==> src/rtl/cdc_hs_tx_ctrl.sv <==
// cdc_hs_tx_ctrl
// Source-side four-phase req/ack handshake controller. It accepts a word on
// a valid/ready port, freezes it on x_data and runs req/ack with a receiver
// in an unrelated clock domain. x_ack is brought in through a SYNC_STAGES
// flop synchronizer. An optional timeout abandons a REQ phase whose ack
// never arrives and raises a sticky error flag.
//
// Ports:
//   clk, rst_n   clock, asynchronous active-low reset
//   s_valid      source word valid
//   s_ready      controller can accept a word (registered)
//   s_data       source word
//   x_req        handshake request to remote domain (registered)
//   x_data       held word, stable whenever x_req=1 (registered)
//   x_ack        asynchronous acknowledge from remote domain
//   busy         handshake in progress, state != IDLE (registered)
//   timeout_err  sticky abandoned-handshake flag (registered)
//   err_clr      synchronous clear of timeout_err
module cdc_hs_tx_ctrl #(
  parameter int unsigned WIDTH       = 8,
  parameter int unsigned SYNC_STAGES = 2,
  parameter int unsigned TIMEOUT_CYC = 255
) (
  input  logic             clk,
  input  logic             rst_n,
  input  logic             s_valid,
  output logic             s_ready,
  input  logic [WIDTH-1:0] s_data,
  output logic             x_req,
  output logic [WIDTH-1:0] x_data,
  input  logic             x_ack,
  output logic             busy,
  output logic             timeout_err,
  input  logic             err_clr
);

  // Counter keeps at least one bit so a disabled timeout still elaborates.
  localparam int unsigned CNT_W = (TIMEOUT_CYC > 0) ? $clog2(TIMEOUT_CYC + 1) : 1;
  localparam logic [CNT_W-1:0] CNT_LAST = CNT_W'(TIMEOUT_CYC - 1);

  typedef enum logic [1:0] {
    ST_IDLE = 2'd0,
    ST_REQ  = 2'd1,
    ST_REL  = 2'd2
  } state_t;

  state_t                  state_q;
  state_t                  state_d;
  logic [SYNC_STAGES-1:0]  ack_sync;
  logic                    ack_s;
  logic [CNT_W-1:0]        cnt_q;
  logic [CNT_W-1:0]        cnt_d;
  logic                    s_ready_d;
  logic                    x_req_d;
  logic [WIDTH-1:0]        x_data_d;
  logic                    busy_d;
  logic                    err_d;
  logic                    err_set;

  // Ack synchronizer; the FSM only ever looks at the last stage.
  always_ff @(posedge clk or negedge rst_n) begin
    if (!rst_n) begin
      ack_sync <= '0;
    end else begin
      ack_sync <= {ack_sync[SYNC_STAGES-2:0], x_ack};
    end
  end

  assign ack_s = ack_sync[SYNC_STAGES-1];

  // State and registered outputs.
  always_ff @(posedge clk or negedge rst_n) begin
    if (!rst_n) begin
      state_q     <= ST_IDLE;
      cnt_q       <= '0;
      s_ready     <= 1'b0;
      x_req       <= 1'b0;
      x_data      <= '0;
      busy        <= 1'b0;
      timeout_err <= 1'b0;
    end else begin
      state_q     <= state_d;
      cnt_q       <= cnt_d;
      s_ready     <= s_ready_d;
      x_req       <= x_req_d;
      x_data      <= x_data_d;
      busy        <= busy_d;
      timeout_err <= err_d;
    end
  end

  // Next-state and next-output logic.
  always_comb begin
    state_d   = state_q;
    cnt_d     = cnt_q;
    s_ready_d = s_ready;
    x_req_d   = x_req;
    x_data_d  = x_data;
    err_set   = 1'b0;

    case (state_q)
      ST_IDLE: begin
        s_ready_d = 1'b1;
        x_req_d   = 1'b0;
        // s_ready is the registered flag, so nothing is taken on the
        // first edge after reset release.
        if (s_valid && s_ready) begin
          x_data_d  = s_data;
          x_req_d   = 1'b1;
          s_ready_d = 1'b0;
          cnt_d     = '0;
          state_d   = ST_REQ;
        end
      end

      ST_REQ: begin
        s_ready_d = 1'b0;
        x_req_d   = 1'b1;
        // A real ack always beats a coincident timeout.
        if (ack_s) begin
          x_req_d = 1'b0;
          state_d = ST_REL;
        end else if (TIMEOUT_CYC != 0) begin
          if (cnt_q == CNT_LAST) begin
            x_req_d = 1'b0;
            err_set = 1'b1;
            state_d = ST_REL;
          end else begin
            cnt_d = cnt_q + CNT_W'(1);
          end
        end
      end

      ST_REL: begin
        s_ready_d = 1'b0;
        x_req_d   = 1'b0;
        // Wait for the remote side to drop ack before taking a new word.
        if (!ack_s) begin
          s_ready_d = 1'b1;
          state_d   = ST_IDLE;
        end
      end

      default: begin
        s_ready_d = 1'b0;
        x_req_d   = 1'b0;
        state_d   = ST_IDLE;
      end
    endcase

    busy_d = (state_d != ST_IDLE);

    // Setting the sticky flag takes priority over a coincident clear.
    if (err_set) begin
      err_d = 1'b1;
    end else if (err_clr) begin
      err_d = 1'b0;
    end else begin
      err_d = timeout_err;
    end
  end

endmodule

==> config.mk <==
export PLATFORM = sky130hd
export DESIGN_NAME = cdc_hs_tx_ctrl
export DESIGN_NICKNAME = d
export VERILOG_FILES = /design/src/rtl/cdc_hs_tx_ctrl.sv
export SDC_FILE = /design/constraint.sdc
export NUM_CORES = 1
export LEC_CHECK = 0
export ABC_CLOCK_PERIOD_IN_PS = 2600
export CORE_AREA = 2 2 52 54
export DETAILED_ROUTE_END_ITERATION = 8
export DIE_AREA = 0 0 54 56
export PLACE_DENSITY = 0.72
export SLEW_MARGIN = 0
export SYNTH_ARGS = -nofsm -noshare
export SYNTH_HDL_FRONTEND = slang
export SYNTH_SLANG_ARGS = --single-unit
export TNS_END_PERCENT = 5
==> constraint.sdc <==
create_clock -name clk -period 2.6 [get_ports clk]
set_clock_uncertainty 0.1 [all_clocks]
set_input_delay 0.39 -clock clk [delete_from_list [all_inputs] [get_ports clk]]
set_output_delay 0.39 -clock clk [all_outputs]
set_load 0.05 [all_outputs]
==> results.md <==
- Tot GR Track Use: 15.78%
- Layout Nets: 129
- Ant. Diodes: 0
- GPL Wtd Cong: 0.8263
- Post-Syn Instances: 86
- Final Cycle Share: 76.72%
- Die area: 0.003024 mm^2
- Clk buf depth: 2
- Sequential element share of the synthesized area: 57.14%
- Routed length on met3: 45 um
- Worst-Margin Slew: 0.4990 ns
- Fin crit period: 1.995 ns
- Startpoint Class: flip-flop
- Yosys cell types: 32
- Setup bufs post-CTS: 0
- First-pass GRT wire length: 3539 um
- Req. time, crit path: 2.11 ns
- R2R Setup Slk: 0.81 ns
- Number of synthesized flops with an enable pin: 0
- Syn Area/Cell: 12.22 um^2
- Row count: 18
- Max Used Layer: met4
- Pwr dens: 1169 mW/mm^2
- Via/cell ratio: 5.441
- Peak VDD IR: 0.9342 mV
- Initial antenna violation count: 0
- Hold WS: 0.2726 ns
- Net Count, Synth: 101
- FF-to-FF End: cnt_q[7]
- Most frequent cells in the layout: dfrtp_1 (24), clkdlybuf4s50_1 (24), nand2_1 (9)
- Root Driver: clkbuf_4
- Clock slew at reported path FFs: 0.13 ns
- CP Buf/Inv Count: 1
- Fillers: 213
- Htree depth: 1
- Run status: completed
- Routed WL per cell: 13.72 um
- CP delay by family, top: buffers and inverters
- Core area: 0.002432 mm^2
- CTS Sinks: 24
- Post-CTS sizing: 0
- CTS tree: yes
- Die Height: 56 um
- DP HPWL: 1477 um
- Crit path largest cell delay: 0.81 ns
- P_leak: 0.6147 nW
- R2r worst-path depth: 3
- Drt drc: 0
- Slowest-stage cell, CP: clkdlybuf4s50_1
- Area of the multi-input gates: 429.2 um^2
- Final Hold Fails: 0
- Sequential standard cell area: 600.6 um^2
- Post-synthesis async set-or-reset flop share: 100.0%
- Hold Startpoint: ack_sync[0]
- Hold depth: 0
- Cts hold-fix bufs: 0
- #FFs+latches synth: 24
- Crit-path cells: clkdlybuf4s50_1
- Place WS: 0.6065 ns
- 1st-iter DRT viols: 15
- Via count: 778
- Maximum clock rate: 501.3 MHz
- Routed Antenna Nets: 0
- Port Buf Inserts: 24
- Maxcap violations: 0
- Final max-slew violation count: 0
- WL final: 1962 um
- Rel. slew slack: 66.63%
- Fin Setup TNS: 0 ns
- Metal1 wirelength: 861 um
- Layout cells sized above 1: 15.04%
- Main synth FF type: dfrtp_1
- Final setup viols: 0
- Synthesized area: 0.001051 mm^2
- IO Pins: 25
- YS warnings: 0
- TritonCTS Buffers: 3
- Worst Path Arrival: 1.50 ns
- Syn-to-layout area delta: 31.55%
- First-pass DRT Iterations: 4
- FF-to-FF Start: state_q[1]
- Hold EP: ack_sync[1]
- Max FO, Critical Path: 3
- CP endpoint kind: output pin
- Clock latency on the worst-skew pair: 0.31 ns
- Die Wd: 54 um
- DR WL met2: 1014 um
- Class of the worst hold path: reg -> reg
- Vias in the first global route: 820
- Setup CP Type: reg -> out
- Grt total ovfl: 0
- Largest net degree at the start of global routing: 25
- RSZ-0062 raised after global routing: no
- Initial Util: 43.21%
- Post-route setup slack: 0.6053 ns
## through the flow
step	instances	total power, W	util, %	cell area, um^2
2_1_floorplan	86	0.001103	-	1051
3_3_place_gp	139	0.001348	54.68	1330
3_5_place_dp	139	0.001367	54.68	1330
5_1_grt	143	0.001707	56.84	1383
4_1_cts	143	0.001637	56.84	1383
6_report	143	0.001616	56.84	1383
## state kept, by name, indices dropped and copies added (netlist names)
name	count
timeout_err	1
busy	1
ack_sync	2
x_req	1
state_q	2
s_ready	1
x_data	8
cnt_q	8
## worst max path at each step
stage	from	endpoint	cells after the start
final	s_ready	s_ready	1
after global routing	s_ready	s_ready	1
after CTS	s_ready	s_ready	1
after detailed placement	s_valid	x_data[3]	4
after global placement	s_valid	x_data[7]	4
after floorplan	s_ready	x_data[3]	4
## routing by layer
metal  up-vias  GRT usage, %
li1        374             -
met1       388         19.27
met2        14         24.91
met3         2         3.495
met4         0         8.929
met5         -             0
## cells in the mapped netlist, drive strengths merged (2+ instances only)
cell	number	area (um^2)
a21oi	4	20.02
clkbuf	2	8.750
dfrtp	24	600.6
ha	2	25.02
inv	2	7.510
mux2	8	90.09
mux2i	5	50.05
nand2	9	33.78
nand3	5	25.02
o21ai	2	10.01
o41ai	2	17.52
or4	2	15.01
## cells by family after synthesis
family / after synthesis / share of synthesized area (%)
fa+ha+maj: 2 / 2.381
mux: 13 / 13.33
compound gates: 15 / 10.12
flops: 24 / 57.14
buf+inv: 5 / 2.023
simple gates: 27 / 15.00
## area by class of cell
class / count / area share [%]
Clock buffer: 3 / 1.629
Clock inverter: 1 / 2.172
Inverter: 2 / 0.5430
Multi-Input combinational cell: 57 / 31.04
Sequential cell: 24 / 43.44
Tap cell: 30 / 2.715
Timing Repair Buffer: 26 / 18.46
## power by group
group	total (W)	leakage (nW)	internal, W	switching (W)
clock	0.000262	0.0279	0.000156	0.000107
combinational	0.000765	0.283	0.000297	0.000468
sequential	0.000589	0.304	0.000494	0.0000952
(Power assumes the default switching activity.)
